File: src/rtl/serial_out_dfreq_if.sv
// Control/data bundle for serial_out_dfreq.
// master: frame source (drives i_*), slave: the shifter (drives o_*).
// i_repeat_cnt exists only when SERIAL_OUT_RPT_CNT_EN is defined.
interface serial_out_dfreq_if #(
  parameter int DATA_BIT = 32,
  parameter int CNT_W    = 8,
  parameter int RPT_W    = 8
);
  localparam int LEN_W = $clog2(DATA_BIT + 1);

  logic                i_tick;
  logic                i_start;
  logic                i_stop;
  logic [1:0]          i_idle_mode;
  logic                i_msb_first;
  logic [LEN_W-1:0]    i_bit_len;
  logic [DATA_BIT-1:0] i_data;
  logic [DATA_BIT-1:0] i_freq_sel;
  logic [CNT_W-1:0]    i_period_h;
  logic [CNT_W-1:0]    i_period_l;
`ifdef SERIAL_OUT_RPT_CNT_EN
  logic [RPT_W-1:0]    i_repeat_cnt;
`endif
  logic                o_data;
  logic                o_busy;
  logic                o_bit_tick;
  logic                o_done_tick;

  modport master (
`ifdef SERIAL_OUT_RPT_CNT_EN
    output i_repeat_cnt,
`endif
    output i_tick, i_start, i_stop, i_idle_mode, i_msb_first, i_bit_len,
    output i_data, i_freq_sel, i_period_h, i_period_l,
    input  o_data, o_busy, o_bit_tick, o_done_tick
  );

  modport slave (
`ifdef SERIAL_OUT_RPT_CNT_EN
    input  i_repeat_cnt,
`endif
    input  i_tick, i_start, i_stop, i_idle_mode, i_msb_first, i_bit_len,
    input  i_data, i_freq_sel, i_period_h, i_period_l,
    output o_data, o_busy, o_bit_tick, o_done_tick
  );
endinterface

File: src/rtl/serial_out_dfreq.sv
// serial_out_dfreq: dual-period serial bit-stream generator.
// Shifts out 1..DATA_BIT bits; each bit lasts max(1, period_h|period_l) i_tick pulses
// chosen per bit by i_freq_sel. MSB-first frames are bit-reversed at capture so the
// shifter always emits bit 0 and shifts right.
// Optional feature macro: SERIAL_OUT_RPT_CNT_EN (bounded REPEAT count via i_repeat_cnt).
module serial_out_dfreq #(
  parameter int DATA_BIT = 32,
  parameter int CNT_W    = 8,
  parameter int RPT_W    = 8
) (
  input  logic            clk,
  input  logic            rst_n,
  serial_out_dfreq_if.slave bus
);
  localparam int LEN_W = $clog2(DATA_BIT + 1);
  localparam logic [LEN_W-1:0] LEN_MAX = LEN_W'(DATA_BIT);
  localparam logic [LEN_W-1:0] LEN_ONE = LEN_W'(1);
  localparam logic [CNT_W-1:0] CNT_ONE = CNT_W'(1);

  localparam logic [1:0] IM_LOW    = 2'b00;
  localparam logic [1:0] IM_HIGH   = 2'b01;
  localparam logic [1:0] IM_KEEP   = 2'b10;
  localparam logic [1:0] IM_REPEAT = 2'b11;

  typedef enum logic [1:0] {S_IDLE, S_SHIFT, S_DONE} state_t;

  // captured frame; data/fsel already in emission order (bit 0 goes out next)
  typedef struct packed {
    logic [DATA_BIT-1:0] data;
    logic [DATA_BIT-1:0] fsel;
    logic [LEN_W-1:0]    len;
    logic [CNT_W-1:0]    ph;
    logic [CNT_W-1:0]    pl;
  } frame_t;

  state_t           state, state_nxt;
  frame_t           fr, ld;
  logic [CNT_W-1:0] cnt;
  logic [LEN_W-1:0] bit_idx;
  logic             data_q, bit_tick_q;
  logic             bit_end, last_bit, rpt_go, load, idle_val;
  logic [CNT_W-1:0] cur_p;

  function automatic logic [DATA_BIT-1:0] rev(input logic [DATA_BIT-1:0] d);
    logic [DATA_BIT-1:0] r;
    for (int k = 0; k < DATA_BIT; k++) r[k] = d[DATA_BIT-1-k];
    return r;
  endfunction

  // live frame image from the inputs, normalised (len 0/oversize -> max, period 0 -> 1)
  always_comb begin
    ld.data = bus.i_msb_first ? rev(bus.i_data)     : bus.i_data;
    ld.fsel = bus.i_msb_first ? rev(bus.i_freq_sel) : bus.i_freq_sel;
    ld.len  = (bus.i_bit_len == '0 || bus.i_bit_len > LEN_MAX) ? LEN_MAX : bus.i_bit_len;
    ld.ph   = (bus.i_period_h == '0) ? CNT_ONE : bus.i_period_h;
    ld.pl   = (bus.i_period_l == '0) ? CNT_ONE : bus.i_period_l;
  end

  // bit timing and idle-level decode
  always_comb begin
    cur_p    = fr.fsel[0] ? fr.ph : fr.pl;
    bit_end  = (state == S_SHIFT) && bus.i_tick && (cnt == cur_p - CNT_ONE);
    last_bit = (bit_idx == fr.len - LEN_ONE);
    unique case (bus.i_idle_mode)
      IM_LOW:  idle_val = 1'b0;
      IM_HIGH: idle_val = 1'b1;
      IM_KEEP: idle_val = data_q;
      default: idle_val = 1'b0;
    endcase
  end

`ifdef SERIAL_OUT_RPT_CNT_EN
  logic [RPT_W-1:0] rpt_left;

  always_comb rpt_go = (bus.i_idle_mode == IM_REPEAT) && (rpt_left != '0);

  // remaining extra frames; captured only on the start from idle
  always_ff @(posedge clk or negedge rst_n) begin
    if (!rst_n)    rpt_left <= '0;
    else if (load) rpt_left <= (state == S_IDLE) ? bus.i_repeat_cnt : rpt_left - RPT_W'(1);
  end
`else
  always_comb rpt_go = (bus.i_idle_mode == IM_REPEAT);
`endif

  // state register
  always_ff @(posedge clk or negedge rst_n) begin
    if (!rst_n) state <= S_IDLE;
    else        state <= state_nxt;
  end

  // next state; stop overrides everything
  always_comb begin
    state_nxt = state;
    if (bus.i_stop) begin
      state_nxt = S_IDLE;
    end else begin
      unique case (state)
        S_IDLE:  if (bus.i_start) state_nxt = S_SHIFT;
        S_SHIFT: if (bit_end && last_bit) state_nxt = S_DONE;
        S_DONE:  state_nxt = rpt_go ? S_SHIFT : S_IDLE;
        default: state_nxt = S_IDLE;
      endcase
    end
  end

  // state-decoded outputs
  always_comb begin
    load            = (state_nxt == S_SHIFT) && (state != S_SHIFT);
    bus.o_busy      = (state != S_IDLE);
    bus.o_done_tick = (state == S_DONE);
    bus.o_data      = data_q;
    bus.o_bit_tick  = bit_tick_q;
  end

  // datapath: capture, tick counting, shifting and the registered serial pin
  always_ff @(posedge clk or negedge rst_n) begin
    if (!rst_n) begin
      fr         <= '0;
      cnt        <= '0;
      bit_idx    <= '0;
      data_q     <= 1'b0;
      bit_tick_q <= 1'b0;
    end else begin
      bit_tick_q <= 1'b0;
      if (state_nxt == S_IDLE) begin
        data_q <= idle_val;
      end else if (load) begin
        fr         <= ld;
        cnt        <= '0;
        bit_idx    <= '0;
        data_q     <= ld.data[0];
        bit_tick_q <= 1'b1;
      end else if (state == S_SHIFT && bus.i_tick) begin
        if (bit_end) begin
          cnt <= '0;
          if (!last_bit) begin
            fr.data    <= fr.data >> 1;
            fr.fsel    <= fr.fsel >> 1;
            bit_idx    <= bit_idx + LEN_ONE;
            data_q     <= fr.data[1];
            bit_tick_q <= 1'b1;
          end
        end else begin
          cnt <= cnt + CNT_ONE;
        end
      end
    end
  end
endmodule

File: src/flat_wrapper.sv
// flat-port wrapper written by rule: the top's interface ports become plain ports
module serial_out_dfreq_flat 
#(
  parameter int DATA_BIT = 32,
  parameter int CNT_W    = 8,
  parameter int RPT_W    = 8
)
  (clk, rst_n, bus_i_tick, bus_i_start, bus_i_stop, bus_i_idle_mode, bus_i_msb_first, bus_i_bit_len, bus_i_data, bus_i_freq_sel, bus_i_period_h, bus_i_period_l, bus_o_data, bus_o_busy, bus_o_bit_tick, bus_o_done_tick);
  serial_out_dfreq_if #(.DATA_BIT(DATA_BIT), .CNT_W(CNT_W), .RPT_W(RPT_W)) bus_i ();
  input  logic clk;
  input  logic rst_n;
  input wire logic [$bits(bus_i.i_tick)-1:0] bus_i_tick;
  input wire logic [$bits(bus_i.i_start)-1:0] bus_i_start;
  input wire logic [$bits(bus_i.i_stop)-1:0] bus_i_stop;
  input wire logic [$bits(bus_i.i_idle_mode)-1:0] bus_i_idle_mode;
  input wire logic [$bits(bus_i.i_msb_first)-1:0] bus_i_msb_first;
  input wire logic [$bits(bus_i.i_bit_len)-1:0] bus_i_bit_len;
  input wire logic [$bits(bus_i.i_data)-1:0] bus_i_data;
  input wire logic [$bits(bus_i.i_freq_sel)-1:0] bus_i_freq_sel;
  input wire logic [$bits(bus_i.i_period_h)-1:0] bus_i_period_h;
  input wire logic [$bits(bus_i.i_period_l)-1:0] bus_i_period_l;
  output wire logic [$bits(bus_i.o_data)-1:0] bus_o_data;
  output wire logic [$bits(bus_i.o_busy)-1:0] bus_o_busy;
  output wire logic [$bits(bus_i.o_bit_tick)-1:0] bus_o_bit_tick;
  output wire logic [$bits(bus_i.o_done_tick)-1:0] bus_o_done_tick;
  assign bus_i.i_tick = bus_i_tick;
  assign bus_i.i_start = bus_i_start;
  assign bus_i.i_stop = bus_i_stop;
  assign bus_i.i_idle_mode = bus_i_idle_mode;
  assign bus_i.i_msb_first = bus_i_msb_first;
  assign bus_i.i_bit_len = bus_i_bit_len;
  assign bus_i.i_data = bus_i_data;
  assign bus_i.i_freq_sel = bus_i_freq_sel;
  assign bus_i.i_period_h = bus_i_period_h;
  assign bus_i.i_period_l = bus_i_period_l;
  assign bus_o_data = bus_i.o_data;
  assign bus_o_busy = bus_i.o_busy;
  assign bus_o_bit_tick = bus_i.o_bit_tick;
  assign bus_o_done_tick = bus_i.o_done_tick;
  serial_out_dfreq #(.DATA_BIT(DATA_BIT), .CNT_W(CNT_W), .RPT_W(RPT_W)) u_core (.clk(clk), .rst_n(rst_n), .bus(bus_i));
endmodule
File: config.mk
export PLATFORM = sky130hd
export DESIGN_NAME = serial_out_dfreq_flat
export DESIGN_NICKNAME = d
export VERILOG_FILES = /design/src/rtl/serial_out_dfreq_if.sv /design/src/rtl/serial_out_dfreq.sv /design/src/flat_wrapper.sv
export SDC_FILE = /design/constraint.sdc
export NUM_CORES = 1
export LEC_CHECK = 0
export ABC_CLOCK_PERIOD_IN_PS = 3030
export CAP_MARGIN = 20
export CORE_MARGIN = 5
export CORE_UTILIZATION = 50
export CTS_BUF_LIST = sky130_fd_sc_hd__clkbuf_8
export CTS_CLUSTER_DIAMETER = 200
export DETAILED_ROUTE_END_ITERATION = 8
export GPL_ROUTABILITY_DRIVEN = 0
export HOLD_SLACK_MARGIN = 0.1
export PLACE_DENSITY = 0.79
export SYNTH_ARGS = -nofsm -noshare
export SYNTH_HDL_FRONTEND = slang
export SYNTH_SLANG_ARGS = --single-unit
File: constraint.sdc
create_clock -name clk -period 3.03 [get_ports clk]
set_input_delay 0.606 -clock clk [delete_from_list [all_inputs] [get_ports clk]]
set_output_delay 0.606 -clock clk [all_outputs]
set_load 0.1 [all_outputs]
==> results of run 1 <==
-- worst max-delay path: cells and delay by family (launching register included) --
kind                   cells  cell delay, ns
AO/OA/AOI/OAI              3            0.84
XOR/XNOR                   1            0.33
buffers and inverters      3            0.51
flip-flops                 1            0.45
AND/OR/NAND/NOR            3            0.86
-- per-layer routing --
layer,track usage,routed length [um],share of wire
met2,0.336,6830,0.52
met4,0.0480,168,0.013
met1,0.252,5520,0.42
met3,0.0360,657,0.050
met5,0,0,0
-- through the flow --
step	setup TNS, ns	setup slack (ns)	utilization	std cells	power, uW
after CTS	0	0.00244	0.641	757	3790
after global routing	-13.96	-0.248	0.658	763	4070
after detailed placement	-3.20	-0.0744	0.616	736	2820
final	-3.23	-0.0903	0.658	763	3870
after global placement	0	0.0777	0.616	736	2780
after floorplan	0	0.00774	-	518	2480
-- logic make-up after synthesis --
group | Yosys count
AND/OR/NAND/NOR | 154
flip-flops | 103
AO/OA/AOI/OAI | 98
multiplexers | 90
buffers and inverters | 42
XOR/XNOR | 27
adder cells (fa/ha/maj) | 4
-- timing repair --
| item | CTS | global route |
|---|---|---|
| gates resized for setup | 5 | 13 |
| hold buffers | 0 | 0 |
| pin swaps | 3 | 11 |
| buffers inserted | 5 | 2 |
| gates cloned | 0 | 4 |
| endpoints found under the setup margin | 64 | 66 |
-- report_power, final --
group | internal, uW | switching (uW) | total, uW | leakage, uW
Sequential | 1650 | 236 | 1880 | 0.00122
Clock | 486 | 448 | 933 | 0.000118
Combinational | 601 | 449 | 1050 | 0.00179
-- layout make-up --
| class | instances | area [um^2] | share of cell area |
|---|---|---|---|
| Multi-Input combinational cell | 373 | 2870 | 0.401 |
| Sequential cell | 103 | 2580 | 0.360 |
| Timing Repair Buffer | 125 | 1290 | 0.180 |
| Tap cell | 140 | 175 | 0.0245 |
| Clock buffer | 10 | 138 | 0.0192 |
| Clock inverter | 6 | 82.6 | 0.0115 |
| Inverter | 6 | 22.5 | 0.00315 |
-- sequential cells by signal, summed over array words and instances (netlist names) --
name / cells
u_core.cnt: 8
u_core.bit_idx: 6
u_core.bus.o_bit_tick: 1
u_core.fr: 85
u_core.state: 2
u_core.bus.o_data: 1
-- path summary, 6_finish.rpt --
path / start / end / slack (ns) / depth (start not counted)
worst max register to register: u_core.fr[22] / u_core.fr[26] / -0.09 / 10
min in group clk: u_core.fr[21] / u_core.fr[21] / 0.51 / 2
max in group asynchronous: rst_n / u_core.fr[81] / 1.87 / 2
worst max-delay path: u_core.fr[22] / u_core.fr[26] / -0.09 / 10
worst min-delay path: rst_n / u_core.fr[18] / 0.37 / 1
worst min register to register: u_core.fr[21] / u_core.fr[21] / 0.51 / 2
-- synth_stat cells (3+ instances only) --
cell / count / share of area
nor3b_1: 3 / 0.0040
or3_1: 4 / 0.0045
xnor2_1: 11 / 0.017
nor3_1: 10 / 0.0090
a21oi_1: 6 / 0.0054
a21o_1: 3 / 0.0040
o21ai_0: 14 / 0.013
and2_1: 4 / 0.0045
xor2_1: 16 / 0.025
mux2_2: 16 / 0.032
inv_1: 6 / 0.0040
mux2i_1: 74 / 0.13
buf_2: 5 / 0.0045
nand2b_1: 8 / 0.0090
nand4_1: 4 / 0.0045
ha_1: 4 / 0.0090
nand2_1: 22 / 0.015
nand3_1: 10 / 0.0090
nor2_1: 72 / 0.048
dfrtp_1: 103 / 0.46
buf_1: 6 / 0.0040
clkbuf_1: 17 / 0.011
buf_6: 8 / 0.016
a221o_1: 61 / 0.11
==> run summary, run 1 <==
Tightest Pin Transition -> 0.896 ns
Syn Nets -> 616
Leakage -> 0.00312 uW
Final WL -> 13200 um
Initial antenna violation count -> 0
Antenna cells -> 0
Setup crit start kind -> flop
Layout cell share with drive strength beyond 1 -> 0.136
Worst clock skew -> 0.0166 ns
Fillcell total -> 847
First-iteration detailed-routing DRC count -> 266
CP max-delay cell -> dfrtp_2
Area Growth Syn to Fin -> 28.1%
Fin crit share -> 1.03
Max_slew headroom -> 0.403
Complex-gate fraction of the synthesized area -> 0.152
Placement Rows -> 38
Multiplexer share of the synthesized area -> 0.165
DR pass1 iterations -> 5
Average size of a mapped cell -> 10.8 um^2
GRT Overall Usage -> 0.194
Final setup vio count -> 58
Outcome -> finished, violations left
Htree depth -> 3
Simple-gate area share of the yosys netlist -> 0.131
# Max-Cap Violations -> 0
Sink Count -> 103
Hold crit path type -> in -> async
Maximum vdd drop -> 0.000368 V
Port Buffers -> 97
Largest net degree at the start of global routing -> 72
RSZ-0062 raised after global routing -> yes
Sequential area share after synthesis -> 0.461
ANT nets after route -> 0
Min Tclk post-route -> 3.12 ns
Syn Inst Count -> 518
Violated checks -> negative setup slack
Longest Clk Path Bufs -> 2
Ys Warns -> 0
Nets -> 716
Critical Path End Type -> flop
Total CTS buffers -> 9
CTS tree -> yes
Fmax -> 0.320 GHz
Initial Util -> 0.513
Synth cell types -> 50
Slew Viols, Final -> 0
Largest family of logic cells by synthesized area -> multiplexers
Worst-path cell chain -> buf_4, buf_4, nor3_1, o221ai_1, xnor2_1, nand4_1, or3_4, a21o_4, clkbuf_16, a221o_1
Commonest non-fill, non-tap cell in the layout -> dfrtp_1
Die H -> 116 um
Post-Synth XOR/XNOR Area -> 0.0423
CTS Root Cell -> clkbuf_8
Pwr/cell area -> 540 nW/um^2
Die ar. -> 13400 um^2
Commonest cells after routing, fill and taps aside -> dfrtp_1 (102), clkdlybuf4s50_1 (91), nor2_1 (72), mux2i_1 (72), a221o_1 (61)
Final number of hold-violating endpoints -> 0
Latest clock arrival within the worst-skew pair -> 0.35 ns
Hold slack -> 0.375 ns
CP required -> 3.27 ns
Mapped cell area -> 5590 um^2
Die width -> 116 um
Vias per std cell -> 5.90
DRC Markers -> 0
Post-DR wirelength/cell -> 17.3 um
Design area -> 7160 um^2
Placed cell area -> 6700 um^2
Clock Pin Slew Worst Setup and Hold Paths -> 0.10 ns
Total grt overflow -> 0
Worst-path fanout max -> 16
Post-synth top flop -> dfrtp_1
First-pass GRT wire length -> 21300 um
FFs w/ async S/R, synth -> 1.00
Vias -> 4499
Register bit total from synthesis -> 103
Post-detail-place hpwl -> 8980 um
Most frequent CP cell -> buf_4
Area share of fa/ha/maj cells after synthesis -> 0.00895
Vias in the first global route -> 4509
CP Class -> reg -> reg
I/O pin count -> 98
Post-synth EDFFs -> 0
Final WS setup -> -0.0903 ns
Core Footprint -> 10900 um^2
Crit path arrival time -> 3.36 ns
Max incr delay on CP -> 0.45 ns
Note: power is estimated with default switching activity, not from simulation.
==> run 2, diff against run 1 <==
Settings changed: PLACE_DENSITY 0.79 to 0.75, RECOVER_POWER from default to 100.
==> run 2 against run 1 <==
Net effect: the run now ends clean; critical path depth is 2 lower; flip-flop and latch count stayed put; sequential share of layout area is 0.36 points higher; sequential power hardly changed; non-clock buffer count is 6 lower; clock power is 2% lower; count of clock-buffer cells in the layout is 1 higher; critical path type unchanged.
==> run summary, run 2 (synthesized netlist as in run 1, its figures left out) <==
Setup crit start kind -> flop
RSZ-0062 raised after global routing -> yes
CP Class -> reg -> reg
Max_slew headroom -> 0.166 (-0.236)
Post-route setup TNS -> 0 ns (+3.23 ns)
Min Tclk post-route -> 3.02 ns (-0.101 ns)
Maximum vdd drop -> 0.000303 V (-18%)
Fin crit share -> 0.996 (-0.0333)
Die ar. -> 13400 um^2 (unchanged)
Port Buffers -> 97 (unchanged)
Crit path arrival time -> 3.27 ns (-0.09 ns)
CTS tree -> yes
Initial Util -> 0.513 (unchanged)
Pwr/cell area -> 536 nW/um^2 (-0.83%)
Total power -> 3800 uW (-1.8%)
Htree depth -> 3 (unchanged)
Outcome -> completed
Leading registers by flop count -> u_core.fr x85, u_core.cnt x8, u_core.bit_idx x6
Tightest Pin Transition -> 1.25 ns (+0.355 ns)
Post-DR wirelength/cell -> 16.4 um (-5.0%)
Largest net degree at the start of global routing -> 61 (-15%)
Total CTS buffers -> 9 (unchanged)
Die H -> 116 um (unchanged)
Worst-path fanout max -> 31 (+15)
Die width -> 116 um (unchanged)
Dpl ws -> -0.0139 ns (+0.0605 ns)
Latest clock arrival within the worst-skew pair -> 0.37 ns (+0.02 ns)
ANT nets after route -> 0 (unchanged)
Critical Path End Type -> flop
First-iteration detailed-routing DRC count -> 216 (-19%)
CP required -> 3.28 ns (about the same)
# Max-Cap Violations -> 0 (unchanged)
Area Growth Syn to Fin -> 26.8%
Commonest cells after routing, fill and taps aside -> dfrtp_1 (102), clkdlybuf4s50_1 (91), nor2_1 (72), mux2i_1 (72), a221o_1 (61)
DRC Markers -> 0 (unchanged)
Slew Viols, Final -> 0 (unchanged)
Commonest non-fill, non-tap cell in the layout -> dfrtp_1
Antenna cells -> 0 (unchanged)
Placement Rows -> 38 (unchanged)
Longest Clk Path Bufs -> 2 (unchanged)
Largest Register -> u_core.fr
Setup slack, reg-to-reg -> 0.01 ns (+0.10 ns)
Post-detail-place hpwl -> 8830 um (-1.7%)
Final number of hold-violating endpoints -> 0 (unchanged)
Vias per std cell -> 5.79 (-1.7%)
Sink Count -> 103 (unchanged)
Worst clock skew -> 0.0150 ns (-0.00166 ns)
Final setup vio count -> 0 (-100%)
Layout cell share with drive strength beyond 1 -> 0.123 (-0.0133)
Fillcell total -> 885 (+4.5%)
Initial antenna violation count -> 0 (unchanged)
GRT Overall Usage -> 0.186 (-0.00724)
Hold slack -> 0.497 ns (+0.122 ns)
Sequential cell area -> 2580 um^2 (unchanged)
Hold Buf Count CTS -> 0 (unchanged)
Final WL -> 12400 um (-5.7%)
Vias in the first global route -> 4496 (-0.29%)
Hold crit path type -> in -> async
Vias -> 4386 (-2.5%)
Multi-input gate area in the final layout -> 2870 um^2 (-0.26%)
Total grt overflow -> 0 (unchanged)
First-pass GRT wire length -> 20400 um (-3.9%)
Finished Core Util -> 0.651 (-0.00655)
CTS Root Cell -> clkbuf_8
Nets -> 710 (-0.84%)
DR pass1 iterations -> 5 (unchanged)
I/O pin count -> 98 (unchanged)
Fmax -> 0.331 GHz (+3.3%)
Clock Pin Slew Worst Setup and Hold Paths -> 0.11 ns (about the same)
Leakage -> 0.00307 uW (-1.7%)
Core Footprint -> 10900 um^2 (unchanged)
Final WS setup -> 0.0107 ns (+0.101 ns)
Flip-flop count of the largest register after layout -> 85 (unchanged)
[run 2: cell types whose count changed in the layout (fill, tap and decap cells not counted), moves of 2 or more]
cell and delta:
buf_4 -11, clkbuf_1 +2, clkbuf_2 +2, clkinv_2 -2
xor2_1 +2, xor2_2 -2
[run 2: final timing paths]
kind,startpoint,endpoint,cells past startpoint
setup reg to reg,u_core.fr[0],u_core.fr[83],8
hold / removal,rst_n,u_core.bus.o_bit_tick,1
min in group clk,u_core.fr[21],u_core.fr[21],2
max in group asynchronous,rst_n,u_core.fr[22],2
hold reg to reg,u_core.fr[21],u_core.fr[21],2
setup / recovery,u_core.fr[0],u_core.fr[83],8
[run 2: final cells by class]
class / count / share of cell area
multi-input cells: 373 / 0.404
flip-flops and latches: 103 / 0.364
repair buffers: 119 / 0.174
inverters: 6 / 0.00318
clock buffers: 11 / 0.0214
clock inverters: 5 / 0.00900
well taps: 140 / 0.0247
[run 2: what timing repair did]
item	CTS	global route
buffers inserted	0	5
cloned	0	3
setup endpoints to repair	61	64
pin swaps	1	28
resized for setup	1	18
[run 2: power breakdown]
group	leakage, uW	internal [uW]	switching, uW	total [uW]
Clock	0.000107	435	481	916
Sequential	0.00122	1650	230	1880
Combinational	0.00174	581	423	1000
[run 2: critical path, cell delays in order, from the launching register on]
cell and delay [ns]:
dfrtp_1 0.43, or4_4 0.56, a222oi_1 0.34, xnor2_1 0.23
nand4_1 0.15, or3_4 0.36, a21o_4 0.29, buf_12 0.18
a221o_1 0.36
[run 2: stage by stage]
step	cell area (um^2)	cells
2_1_floorplan	5590	518
3_3_place_gp	6710	733
3_5_place_dp	6710	733
4_1_cts	6920	749
5_1_grt	7090	757
6_report	7090	757
[run 2: layer usage]
metal	up-vias	part of all wire	track usage
met5	-	0	0
met4	0	0.012	0.0611
met3	13	0.041	0.0266
met2	101	0.52	0.318
met1	2158	0.43	0.246
li1	2114	-	-
==> run 3, diff against run 2 <==
Settings changed: SKIP_LAST_GASP from default to 1.
==> run 3 against run 2 <==
Net effect: critical path depth did not move; via count rose by 0.25%; power barely moved; sequential power barely moved; global-route usage did not move; setup slack improved by 0.0082 ns; combinational power barely moved; utilization did not move; highest routed layer unchanged.
==> run summary, run 3 (synthesized netlist as in run 1, its figures left out) <==
Core Footprint -> 10900 um^2 (unchanged)
Total CTS buffers -> 9 (unchanged)
Die ar. -> 13400 um^2 (unchanged)
Post-Route M1 WL -> 5370 um (+0.69%)
Design area -> 7090 um^2 (unchanged)
Post-detail-place hpwl -> 8830 um (unchanged)
R2r worst-path depth -> 8 (unchanged)
Post-route setup TNS -> 0 ns (unchanged)
Longest Clk Path Bufs -> 2 (unchanged)
RSZ-0062 raised after global routing -> yes
CTS Root Cell -> clkbuf_8
CTS tree -> yes
Htree depth -> 3 (unchanged)
DR top layer -> met4
Nets -> 710 (unchanged)
Met2 WL -> 6420 um (-0.11%)
DR pass1 iterations -> 4 (-1)
Fmax -> 0.332 GHz (+0.27%)
Die H -> 116 um (unchanged)
Total grt overflow -> 0 (unchanged)
Outcome -> completed
Tightest Pin Transition -> 1.25 ns (+0.000947 ns)
I/O pin count -> 98 (unchanged)
Maximum vdd drop -> 0.000303 V (about the same)
Die width -> 116 um (unchanged)
Worst clock skew -> 0.0142 ns (-0.000803 ns)
Leading registers by flop count -> u_core.fr x85, u_core.cnt x8, u_core.bit_idx x6
Reg2reg end -> u_core.fr[73]
Hold slack -> 0.499 ns (+0.00183 ns)
Port Buffers -> 97 (unchanged)
Largest Register -> u_core.fr
Initial antenna violation count -> 0 (unchanged)
Setup slack, reg-to-reg -> 0.02 ns (about the same)
CP Class -> reg -> reg
DRC Markers -> 0 (unchanged)
Hold crit path type -> in -> async
Fin crit share -> 0.994 (-0.00271)
Final number of hold-violating endpoints -> 0 (unchanged)
Largest net degree at the start of global routing -> 61 (unchanged)
Pwr/cell area -> 536 nW/um^2 (about the same)
Post-DR wirelength/cell -> 16.4 um (+0.24%)
Layout cell share with drive strength beyond 1 -> 0.123 (unchanged)
First-pass GRT wire length -> 20400 um (unchanged)
Setup crit start kind -> flop
Initial Util -> 0.513 (unchanged)
First-iteration detailed-routing DRC count -> 211 (-2.3%)
Commonest non-fill, non-tap cell in the layout -> dfrtp_1
Antenna cells -> 0 (unchanged)
Dpl ws -> -0.0139 ns (unchanged)
Slew Viols, Final -> 0 (unchanged)
Worst-path fanout max -> 31 (unchanged)
CP required -> 3.27 ns (about the same)
Met3 Wirelength -> 507 um (-0.39%)
Min Tclk post-route -> 3.01 ns (-0.00820 ns)
Flip-flop count of the largest register after layout -> 85 (unchanged)
Clock Pin Slew Worst Setup and Hold Paths -> 0.11 ns (about the same)
Final WS setup -> 0.0189 ns (+0.00820 ns)
Placed cell area -> 6710 um^2 (unchanged)
Critical Path End Type -> flop
Latest clock arrival within the worst-skew pair -> 0.37 ns (about the same)
Placement Rows -> 38 (unchanged)
Vias in the first global route -> 4496 (unchanged)
Vias per std cell -> 5.81 (+0.25%)
Critical R2R Launch -> u_core.fr[0]
Area Growth Syn to Fin -> 26.8% (unchanged)
Leakage -> 0.00307 uW (about the same)
Vias -> 4397 (+0.25%)
ANT nets after route -> 0 (unchanged)
Hold Buf Count CTS -> 0 (unchanged)
Final setup vio count -> 0 (unchanged)
Fillcell total -> 885 (unchanged)
# Max-Cap Violations -> 0 (unchanged)
Commonest cells after routing, fill and taps aside -> dfrtp_1 (102), clkdlybuf4s50_1 (91), nor2_1 (72), mux2i_1 (72), a221o_1 (61)
Max_slew headroom -> 0.166 (-0.000631)
Crit path arrival time -> 3.26 ns (about the same)
Sink Count -> 103 (unchanged)
Final WL -> 12400 um (+0.24%)
GRT Overall Usage -> 0.186 (unchanged)
[run 3: worst max-delay path: stages, from the launching register on]
cell      delay [ns]
dfrtp_1         0.43
or4_4           0.56
a222oi_1        0.34
xnor2_1         0.23
nand4_1         0.16
or3_4           0.36
a21o_4          0.29
buf_12          0.18
a221o_1         0.35
[run 3: metrics by stage]
step	std cells	util	power, uW
floorplan	518	-	2480
global placement	733	0.616	2780
detailed placement	733	0.616	2820
CTS	749	0.636	3730
global route	757	0.651	4020
finish	757	0.651	3800
[run 3: how the worst max path moves through the flow]
stage | from | end | slack (ns) | depth (start not counted)
final | u_core.fr[0] | u_core.fr[73] | 0.02 | 8
after CTS | u_core.fr[22] | u_core.fr[34] | 0.02 | 8
after floorplan | u_core.fr[22] | u_core.fr[84] | 0.008 | 14
after global routing | u_core.fr[22] | u_core.fr[57] | -0.11 | 10
after global placement | u_core.fr[22] | u_core.fr[51] | 0.1 | 8
after detailed placement | u_core.fr[22] | u_core.fr[35] | -0.01 | 8
[run 3: where the power goes]
part / internal (uW) / total (uW) / switching (uW)
sequential: 1650 / 1880 / 231
combinational: 580 / 1000 / 423
clock: 435 / 916 / 481
total: 2660 / 3800 / 1130
[run 3: layer usage]
metal / vias up / track usage
li1: 2117 / -
met1: 2169 / 0.246
met2: 100 / 0.318
met3: 11 / 0.0266
met4: 0 / 0.0611
met5: - / 0
[run 3: final cells by class]
cell class	instances	area, um^2	area share
inverters	6	22.5	0.00318
flip-flops and latches	103	2580	0.364
multi-input cells	373	2870	0.404
well taps	140	175	0.0247
clock buffers	11	151	0.0214
repair buffers	119	1230	0.174
clock inverters	5	63.8	0.00900
[run 3: repair_timing]
action                                  in CTS  in global routing
gates cloned                                 0                  3
pin swaps                                    1                 22
resized for setup                            1                 18
buffers inserted                             0                  5
endpoints found under the setup margin      61                 64
